### config.mk
export PLATFORM = sky130hd
export DESIGN_NAME = bp_fe_ltb_update_queue
export DESIGN_NICKNAME = d
export VERILOG_FILES = /design/src/rtl/bp_fe_ltb_update_queue.sv
export SDC_FILE = /design/constraint.sdc
export NUM_CORES = 1
export LEC_CHECK = 0
export ABC_AREA = 1
export BUFFER_PORTS_ARGS = -buffer_cell sky130_fd_sc_hd__buf_4
export CORE_MARGIN = 8
export CORE_UTILIZATION = 40
export DETAILED_ROUTE_END_ITERATION = 10
export SKIP_CTS_REPAIR_TIMING = 1
export SYNTH_ARGS = -nofsm -noshare
export SYNTH_HDL_FRONTEND = slang
export SYNTH_SLANG_ARGS = --single-unit
### constraint.sdc
create_clock -name clk_i -period 2.95 [get_ports clk_i]
set_clock_uncertainty 0.2 [all_clocks]
set_input_delay 0.59 -clock clk_i [delete_from_list [all_inputs] [get_ports clk_i]]
set_output_delay 0.59 -clock clk_i [all_outputs]
set_load 0.03 [all_outputs]
### src/rtl/bp_fe_ltb_update_queue.sv
// Update queue between branch resolution and the loop termination buffer.
// Resolution cannot stall, so this FIFO absorbs LTB write-port backpressure.
// On overflow it keeps mispredict updates ahead of non-mispredict updates.
// Every lost update is counted.
module bp_fe_ltb_update_queue #(
    parameter int vaddr_width_p    = 39,
    parameter int els_p            = 8,
    parameter int drop_cnt_width_p = 8,
    localparam int ptr_w_lp        = $clog2(els_p),
    localparam int cnt_w_lp        = $clog2(els_p + 1)
) (
    input  logic                        clk_i,
    input  logic                        reset_n_i,
    input  logic                        init_done_i,
    input  logic                        flush_i,
    input  logic                        upd_v_i,
    input  logic                        upd_mispredict_i,
    input  logic                        upd_taken_i,
    input  logic [vaddr_width_p-1:0]    upd_src_addr_i,
    output logic                        w_v_o,
    output logic                        w_mispredict_o,
    output logic                        w_taken_o,
    output logic [vaddr_width_p-1:0]    w_src_addr_o,
    input  logic                        w_yumi_i,
    output logic [cnt_w_lp-1:0]         count_o,
    output logic [drop_cnt_width_p-1:0] drop_cnt_o
);

    logic [ptr_w_lp-1:0]         rd_ptr_reg, rd_ptr_next;
    logic [ptr_w_lp-1:0]         wr_ptr_reg, wr_ptr_next;
    logic [cnt_w_lp-1:0]         count_reg, count_next;
    logic [drop_cnt_width_p-1:0] drop_cnt_reg, drop_cnt_next;

    logic                        mispredict_mem_reg [els_p];
    logic                        taken_mem_reg      [els_p];
    logic [vaddr_width_p-1:0]    src_addr_mem_reg   [els_p];

    logic                        empty, full;
    logic                        deq, enq, drop, overwrite, wr_any;
    logic [ptr_w_lp-1:0]         newest_ptr, wr_sel_ptr;

    // Head entry is presented combinationally; valid is gated by LTB init.
    always_comb begin
        empty          = (count_reg == '0);
        full           = (count_reg == cnt_w_lp'(els_p));
        w_v_o          = ~empty & init_done_i;
        w_mispredict_o = mispredict_mem_reg[rd_ptr_reg];
        w_taken_o      = taken_mem_reg[rd_ptr_reg];
        w_src_addr_o   = src_addr_mem_reg[rd_ptr_reg];
        count_o        = count_reg;
        drop_cnt_o     = drop_cnt_reg;
    end

    // Decide pop/push/overflow actions; flush overrides everything else.
    always_comb begin
        newest_ptr = wr_ptr_reg - 1'b1;
        // A yumi without a valid head is ignored, so it never frees a slot.
        deq        = w_yumi_i & w_v_o & ~flush_i;
        enq        = upd_v_i & ~flush_i & (~full | deq);
        drop       = upd_v_i & ~flush_i & full & ~deq;
        // Full and stalled: a mispredict may evict a non-mispredict newest entry.
        overwrite  = drop & upd_mispredict_i & ~mispredict_mem_reg[newest_ptr];
        wr_any     = enq | overwrite;
        wr_sel_ptr = enq ? wr_ptr_reg : newest_ptr;

        rd_ptr_next   = rd_ptr_reg;
        wr_ptr_next   = wr_ptr_reg;
        count_next    = count_reg;
        drop_cnt_next = drop_cnt_reg;

        if (flush_i) begin
            rd_ptr_next = '0;
            wr_ptr_next = '0;
            count_next  = '0;
        end else begin
            if (deq) rd_ptr_next = rd_ptr_reg + 1'b1;
            if (enq) wr_ptr_next = wr_ptr_reg + 1'b1;
            case ({enq, deq})
                2'b10:   count_next = count_reg + 1'b1;
                2'b01:   count_next = count_reg - 1'b1;
                default: count_next = count_reg;
            endcase
        end

        if (drop && !(&drop_cnt_reg)) drop_cnt_next = drop_cnt_reg + 1'b1;
    end

    // Pointer, occupancy and drop-counter state.
    always_ff @(posedge clk_i or negedge reset_n_i) begin
        if (!reset_n_i) begin
            rd_ptr_reg   <= '0;
            wr_ptr_reg   <= '0;
            count_reg    <= '0;
            drop_cnt_reg <= '0;
        end else begin
            rd_ptr_reg   <= rd_ptr_next;
            wr_ptr_reg   <= wr_ptr_next;
            count_reg    <= count_next;
            drop_cnt_reg <= drop_cnt_next;
        end
    end

    // Per-entry storage; written on a normal push or a mispredict overwrite.
    for (genvar gi = 0; gi < els_p; gi++) begin : g_entry
        always_ff @(posedge clk_i or negedge reset_n_i) begin
            if (!reset_n_i) begin
                mispredict_mem_reg[gi] <= 1'b0;
                taken_mem_reg[gi]      <= 1'b0;
                src_addr_mem_reg[gi]   <= '0;
            end else if (wr_any && (wr_sel_ptr == ptr_w_lp'(gi))) begin
                mispredict_mem_reg[gi] <= upd_mispredict_i;
                taken_mem_reg[gi]      <= upd_taken_i;
                src_addr_mem_reg[gi]   <= upd_src_addr_i;
            end
        end
    end

`ifndef SYNTHESIS
    // The LTB must not acknowledge a head that is not being offered.
    always_ff @(posedge clk_i) begin
        if (reset_n_i) begin
            assert (!(w_yumi_i && !w_v_o))
                else $error("w_yumi_i asserted while w_v_o is low");
        end
    end
`endif

endmodule

Word-level counts from Yosys, hierarchy flattened
Index checks and enable logic that the tools add are counted.
{ "op_classes": {"add_sub_neg": 6, "multipliers": 0, "div_mod_pow": 0, "n_lt_le_gt_ge": 2, "eq_ne": 10, "shifts": 0, "muxes": 19, "bitwise_logic": 18, "reduce_logical": 16} }
{ "op_table": {"columns": ["cell", "count"], "rows": [
  ["binary-select mux 39 bit (select 3 bit)", 1],
  ["two-way mux 39 bit", 2],
  ["two-way mux 3 bit", 5],
  ["== test 3 bit (second input constant)", 4],
  ["bitwise AND 1 bit", 9],
  ["binary-select mux 1 bit (select 3 bit)", 3],
  ["logical AND 1 bit", 9],
  ["adder 8 x 1 -> 8 bit (second input constant)", 1],
  [">= comparator 4 bit (second input constant)", 2],
  ["inverter 3 -> 4 bit", 2],
  ["case mux 4 bit (2 select lines)", 1],
  ["AND reduction 8 bit", 1],
  ["adder 3 x 1 -> 3 bit (second input constant)", 2],
  ["== test 3 x 2 -> 1 bit (second input constant)", 2],
  ["two-way mux 1 bit", 6],
  ["inverter 1 bit", 5],
  ["adder 4 x 1 -> 4 bit (second input constant)", 1],
  ["== test 4 bit (second input constant)", 1],
  ["zero test 4 bit", 1],
  ["two-way mux 4 bit", 1],
  ["nonzero test 2 bit", 2],
  ["subtractor 4 x 1 -> 4 bit (second input constant)", 1],
  ["== test 3 x 1 -> 1 bit (second input constant)", 1],
  ["zero test 3 bit", 1],
  ["6 further kinds", 7]
]} }
{ "totals": {"reg_bits": 346, "latchBits": 0, "ram_bits": 0, "romBits": 0, "input_bits": 47, "wordCells": 99, "memories": 0} }

Longest topological paths before layout
Gate-level depths: netlist of run 1.
{ "depth": {"depth_word": 11, "depth_mapped": 14, "depth_no_buf": 13} }

Worst setup path before layout of run 1
Ideal clock, no wire load.
{ "synth_timing": {"kind": "reg-to-output", "start": "register rd_ptr_reg[0]", "end": "output w_src_addr_o[0]", "arrival_time_ns": 1.966, "required_time_ns": 2.160, "slack_ns": 0.194, "path_stages_with_launch": 9, "cell_sequence": "dfrtp_1 -> inv_1 -> buf_2 -> clkbuf_1 -> clkbuf_1 -> nor2_1 -> o22ai_1 -> nor2_1 -> a31oi_1"} }
{ "synth_between": {"elab_chain_len": 4} }
{ "synth_lines": {"columns": ["item", "line", "source"], "rows": [
  ["start, declared", "29", "logic [ptr_w_lp-1:0] rd_ptr_reg, rd_ptr_next;"],
  ["start signal, assigned", "96", "rd_ptr_reg <= rd_ptr_next;"],
  ["inverter 3 -> 4 bit (not written as such)", "49", "w_src_addr_o = src_addr_mem_reg[rd_ptr_reg];"],
  ["binary-select mux 39 bit (select 3 bit)", "49", null],
  ["two-way mux 39 bit (not written as such) (2 in series)", "49", null],
  ["end, declared", "23", "output logic [vaddr_width_p-1:0] w_src_addr_o,"]
]} }
No other way between the ends. The select of a mux whose other input is x is not followed.

Final worst setup path of run 1
Ends and elaborated chain as after synthesis.

==> flow_summary.yaml, run 1 <==
logic_synthesis:
  synth_top_area_share_pct: 51.02
  synth_most_common_cell: "nand2_1"
  yosysWarnings: 0
  async_flop_share_pct: 100.0
  synth_ff_type: "dfrtp_1"
  syn_area_per_cell_sq_um: 7.651
  synth_nets: 2272
  netlist_area_sq_mm: 0.01697
  synth_cell_type_count: 28
  synthCells: 2218
  synth_enable_flop_cells: 0
  synth_top_cell_by_area: "dfrtp_1"
  synth-seq-cells: 346
  yosys-top-cells-count: "nand2_1 (703), nand3_1 (349), dfrtp_1 (346), nor2_1 (295), o21ai_0 (170)"
  synth_area_leaders: "dfrtp_1 (51%), nand2_1 (16%), nand3_1 (10%)"
  synth-seq-area-share_pct: 51.02
routing:
  first_iter_violations: 1450
  wl_met1_microns: 24010
  first_pass_iters: 5
  wl_microns: 54750
  antenna_left: 0
  topRoutingLayerUsed: "met4"
  wire_per_inst_microns: 19.47
  vias_per_cell: 5.495
  drc_errors: 0
  vias: 15450
  route.met3.wl_microns: 4135
  dr_wl_met2_microns: 25250
grt:
  grt_pass1_vias: 15030
  grt_overflow: 0
  grt_usage_pct: 20.82
  grt_max_degree: 88
  grt_pass1_wl_microns: 84130
  antenna_found_initial: 0
worst_setup_path:
  worst_path_most_repeated_cell: "nor2_1"
  crit_chain: "buf_6, clkbuf_16, nor2_1, o22ai_1, nor2_1, a31oi_2, buf_4"
  cp.buffers_inverters: 3
  cp_top_family: "buffers and inverters"
  path_max_fanout: 20
  r2r_setup_slack_ns: 0.23
  required_ns: 2.16
  cp-end-kind: "primary output"
  max_stage_delay_ns: 0.53
  critPathArrivalTime_ns: 2.28
  slowest_stage: "dfrtp_4"
  cp-start-kind: "flip-flop"
  worstSetupPathType: "flip-flop to primary output"
timing:
  hold_viol_final: 0
  fin_ws_ns: -0.1174
  drv_slew: 0
  setup_viol: 35
  rsz0062_at_grt: "yes"
  period_share_pct: 104.0
  tightest_slew_ns: 0.4815
  layout_min_cycle_time_ns: 3.067
  max_freq_ghz: 0.3260
  max_slew_margin_pct: 67.90
placement:
  placed_cell_area_sq_mm: 0.01826
  post-place-ws_ns: 0.1945
  gp_congestion: 0.8347
  hpwl_microns: 29850
  port_buffers: 100
  dp_cells: 2713
final_layout:
  largest_reg_flops: 312
  final_cells: 2812
  synthToLayoutAreaGrowth_pct: 18.89
  n_fill_cell: 4081
  multiInputGateArea_sq_mm: 0.007342
  seq_area_sq_mm: 0.008665
  drive_gt1_share_pct: 13.02
  antenna_cells: 0
  final_area_sq_mm: 0.02018
  fin_util_pct: 48.10
  final_nets: 2297
power:
  p_seq_share_pct: 41.5
  comb_power_share_pct: 33.2
  power_density_mw_per_mm2: 978.8
  clkPwrFrac_pct: 25.4
  peakVddDrop_uv: 438.8
  internal_power_w: 0.01240
  p_switching_w: 0.007343
  swShare_pct: 37.19
  p_total_w: 0.01975
  leakage_nw: 10.27
die:
  row_count: 75
  die-area_sq_mm: 0.04927
  initial_core_util_pct: 40.46
  num_io_pins: 101
  coreArea_sq_mm: 0.04195
  die_y_microns: 222.0
  die_w_microns: 222.0
clock_network:
  clk-insertion-delay-late_ns: 0.56
  path_clk_slew_ns: 0.06
  cts_buffer_depth: 3
  cts_root_buf: "clkbuf_16"
  cts.sinks: 346
  cts_tree: "yes"
  cts_inserted_buffers: 41
  htreeDepth: 2
flow_run:
  drv_cap: 0
min_path:
  holdCritPathClass: "input port to flip-flop"
outcome:
  violations: "negative setup slack"
  status: "finished, violations left"
[cells by family after synthesis]
logic type               after synthesis  synth area share, %
AND/OR/NAND/NOR                     1362                33.05
flip-flops                           346                51.02
AO/OA/AOI/OAI                        259                8.273
buffers and inverters                232                6.444
XOR/XNOR                              10               0.5161
adder cells (fa/ha/maj)                7               0.5603
multiplexers                           2               0.1327
[cell usage in the layout, fill, tap and decap left out, types with 9 or more instances in the layout]
cell,instances
a31oi_1,40
buf_12,25
buf_4,140
clkbuf_1,10
clkbuf_16,53
clkbuf_8,9
clkinv_2,9
dfrtp_1,343
inv_1,18
nand2_1,695
nand3_1,349
nor2_1,292
o21ai_0,153
o21ai_1,16
o22ai_1,33
o22ai_2,10
[cell type report]
class	count	share of cell area, %
multi-input combinational	1640	36.39
timing repair buffer	189	10.22
tap	539	3.343
sequential	346	42.95
clock buffer	62	6.133
inverter	25	0.5519
clock inverter	11	0.4155
[metrics by stage]
step | setup TNS (ns) | hold slack, ns
after global routing | -4.641 | 0.006212
after CTS | -5.806 | -0.2264
after detailed placement | 0 | 0.2530
final | -1.660 | 0.001839
after floorplan | 0 | 0.09441
after global placement | 0 | 0.2475
[final timing paths]
kind                                      start                     to  cells after the start
setup / recovery                  rd_ptr_reg[0]        w_src_addr_o[0]                      7
hold / removal                          flush_i          wr_ptr_reg[0]                      2
setup reg to reg                  wr_ptr_reg[0]   src_addr_mem_reg[98]                     13
hold reg to reg            src_addr_mem_reg[60]   src_addr_mem_reg[60]                      2
max in group asynchronous             reset_n_i  src_addr_mem_reg[181]                      3
min in group asynchronous             reset_n_i  src_addr_mem_reg[238]                      2
[layer usage]
metal / vias up / track usage (%)
met5: - / 0
met4: 0 / 6.778
met3: 78 / 3.518
met2: 571 / 34.05
met1: 7546 / 27.87
li1: 7256 / -
[power groups by stage]
stage / Sequential (W) / Clock (W) / Combinational, W
2_1_floorplan: 0.00790 / 0 / 0.00433
3_3_place_gp: 0.00812 / 0 / 0.00611
3_5_place_dp: 0.00818 / 0 / 0.00624
4_1_cts: 0.00814 / 0.00511 / 0.00625
5_1_grt: 0.00845 / 0.00528 / 0.00738
6_report: 0.00819 / 0.00501 / 0.00655
Note: power is estimated with default switching activity, not from simulation.
==> inputs of run 2 (changes only) <==
--- a/config.mk
+++ b/config.mk
@@ -9,6 +9,7 @@
 export BUFFER_PORTS_ARGS = -buffer_cell sky130_fd_sc_hd__buf_4
 export CORE_MARGIN = 8
 export CORE_UTILIZATION = 40
+export CTS_BUF_LIST = sky130_fd_sc_hd__clkbuf_16
 export DETAILED_ROUTE_END_ITERATION = 10
 export SKIP_CTS_REPAIR_TIMING = 1
 export SYNTH_ARGS = -nofsm -noshare
==> run 2 against run 1 <==
The run ends with negative hold slack, negative setup slack left. Non-clock buffer count stayed put. Register-to-register slack worse by 0.02 ns. Cell count stayed put. Critical endpoint is now w_src_addr_o[29].
==> flow_summary.yaml, run 2 (synthesis gave the netlist of run 1 again) <==
clock_network:
  cts.sinks: 346
  htreeDepth: 2
  cts_root_buf: "clkbuf_16"
  cts_tree: "yes"
  path_clk_slew_ns: 0.06
  cts_buffer_depth: 3
  cts_inserted_buffers: 41
  clk-insertion-delay-late_ns: 0.56
routing:
  vias_per_cell: 5.462
  wl_microns: 54780
  vias: 15360
  first_pass_iters: 7
  wire_per_inst_microns: 19.48
  drc_errors: 0
  first_iter_violations: 1408
  antenna_left: 0
timing:
  max_freq_ghz: 0.3253
  max_slew_margin_pct: 67.60
  hold_viol_final: 1
  whs_ns: -0.003906
  drv_slew: 0
  finalSetupTns_ns: -1.619
  fin_ws_ns: -0.1245
  layout_min_cycle_time_ns: 3.074
  tightest_slew_ns: 0.4861
  rsz0062_at_grt: "yes"
  setup_viol: 33
  period_share_pct: 104.2
grt:
  grt_pass1_vias: 15030
  antenna_found_initial: 0
  grt_max_degree: 88
  grt_usage_pct: 20.82
  grt_overflow: 0
  grt_pass1_wl_microns: 84130
outcome:
  status: "finished, violations left"
  violations: "negative hold slack, negative setup slack"
placement:
  dp_cells: 2713
  hpwl_microns: 29850
  port_buffers: 100
  placed_cell_area_sq_mm: 0.01826
  gp_congestion: 0.8347
final_layout:
  drive_gt1_share_pct: 12.63
  fin_util_pct: 47.88
  final_cell_mix: "nand2_1 (695), nand3_1 (349), dfrtp_1 (343)"
  final_cells: 2812
  antenna_cells: 0
  n_fill_cell: 4093
  synthToLayoutAreaGrowth_pct: 18.36
  largest_reg_flops: 312
  final_common_cell: "nand2_1"
  final_area_sq_mm: 0.02009
  final_nets: 2297
power:
  p_total_w: 0.01948
  p_seq_share_pct: 42.1
  power_density_mw_per_mm2: 969.7
  clkPwrFrac_pct: 24.3
  swShare_pct: 37.70
  comb_power_share_pct: 33.6
  leakage_nw: 10.26
  peakVddDrop_uv: 440.2
  p_switching_w: 0.007343
  internal_power_w: 0.01213
worst_setup_path:
  critPathArrivalTime_ns: 2.28
  path_max_fanout: 23
  cp-end-kind: "primary output"
  cp-start-kind: "flip-flop"
  required_ns: 2.16
  worstSetupPathType: "flip-flop to primary output"
die:
  coreArea_sq_mm: 0.04195
  row_count: 75
  die_w_microns: 222.0
  die-area_sq_mm: 0.04927
  die_y_microns: 222.0
  num_io_pins: 101
  initial_core_util_pct: 40.46
min_path:
  holdCritPathClass: "input port to flip-flop"
flow_run:
  drv_cap: 0
-- run 2: cell types whose count changed in the layout (fill, tap and decap cells not counted), sizes merged --
cell,before,now
clkinv,11,20
inv,24,34
clkbuf,72,53
-- run 2: layout make-up --
cell class	instances	area (sq um)	share of cell area (%)
sequential	346	8665	43.14
tap	539	674.4	3.358
multi-input combinational	1640	7342	36.55
clock buffer	43	1076	5.357
clock inverter	30	155.1	0.7724
inverter	25	111.4	0.5544
timing repair buffer	189	2062	10.27
-- run 2: metal layers --
| metal | global-route usage (%) | vias to the layer above | wire length (microns) |
|---|---|---|---|
| met5 | 0 | - | 0 |
| li1 | - | 7252 | - |
| met2 | 34.05 | 564 | 25330 |
| met1 | 27.87 | 7474 | 24340 |
| met4 | 6.778 | 0 | 1306 |
| met3 | 3.518 | 68 | 3802 |
-- run 2: final timing paths --
path / endpoint / from / slack, ns / cells past startpoint
min in group asynchronous: src_addr_mem_reg[238] / reset_n_i / 0.37 / 2
worst max-delay path: w_src_addr_o[29] / rd_ptr_reg[0] / -0.12 / 7
worst min register to register: src_addr_mem_reg[91] / src_addr_mem_reg[91] / 0.27 / 2
worst max register to register: src_addr_mem_reg[98] / wr_ptr_reg[0] / 0.21 / 13
max in group asynchronous: src_addr_mem_reg[181] / reset_n_i / 1.42 / 3
worst min-delay path: wr_ptr_reg[0] / flush_i / -0.004 / 2
-- run 2: stage by stage --
step / setup WS (ns) / hold WS [ns]
final: -0.1245 / -0.003906
after global routing: -0.1748 / 0.006212
after CTS: -0.2317 / -0.2265
after detailed placement: 0.1945 / 0.2530
after global placement: 0.1901 / 0.2475
after floorplan: 0.1942 / 0.09441
-- run 2: power groups by stage --
stage          registers, W  logic [W]  clock network, W
6_report            0.00819    0.00655           0.00474
5_1_grt             0.00845    0.00737           0.00500
4_1_cts             0.00814    0.00625           0.00483
3_5_place_dp        0.00818    0.00624                 0
3_3_place_gp        0.00812    0.00611                 0
2_1_floorplan       0.00790    0.00433                 0
-- run 2: worst max-delay path: stages (launching register included) --
cell and delay (ns):
dfrtp_4 0.56, clkinv_8 0.15, buf_16 0.18, nor2_1 0.06, o22ai_2 0.24, nor2_1 0.07
a31oi_1 0.23, buf_4 0.21
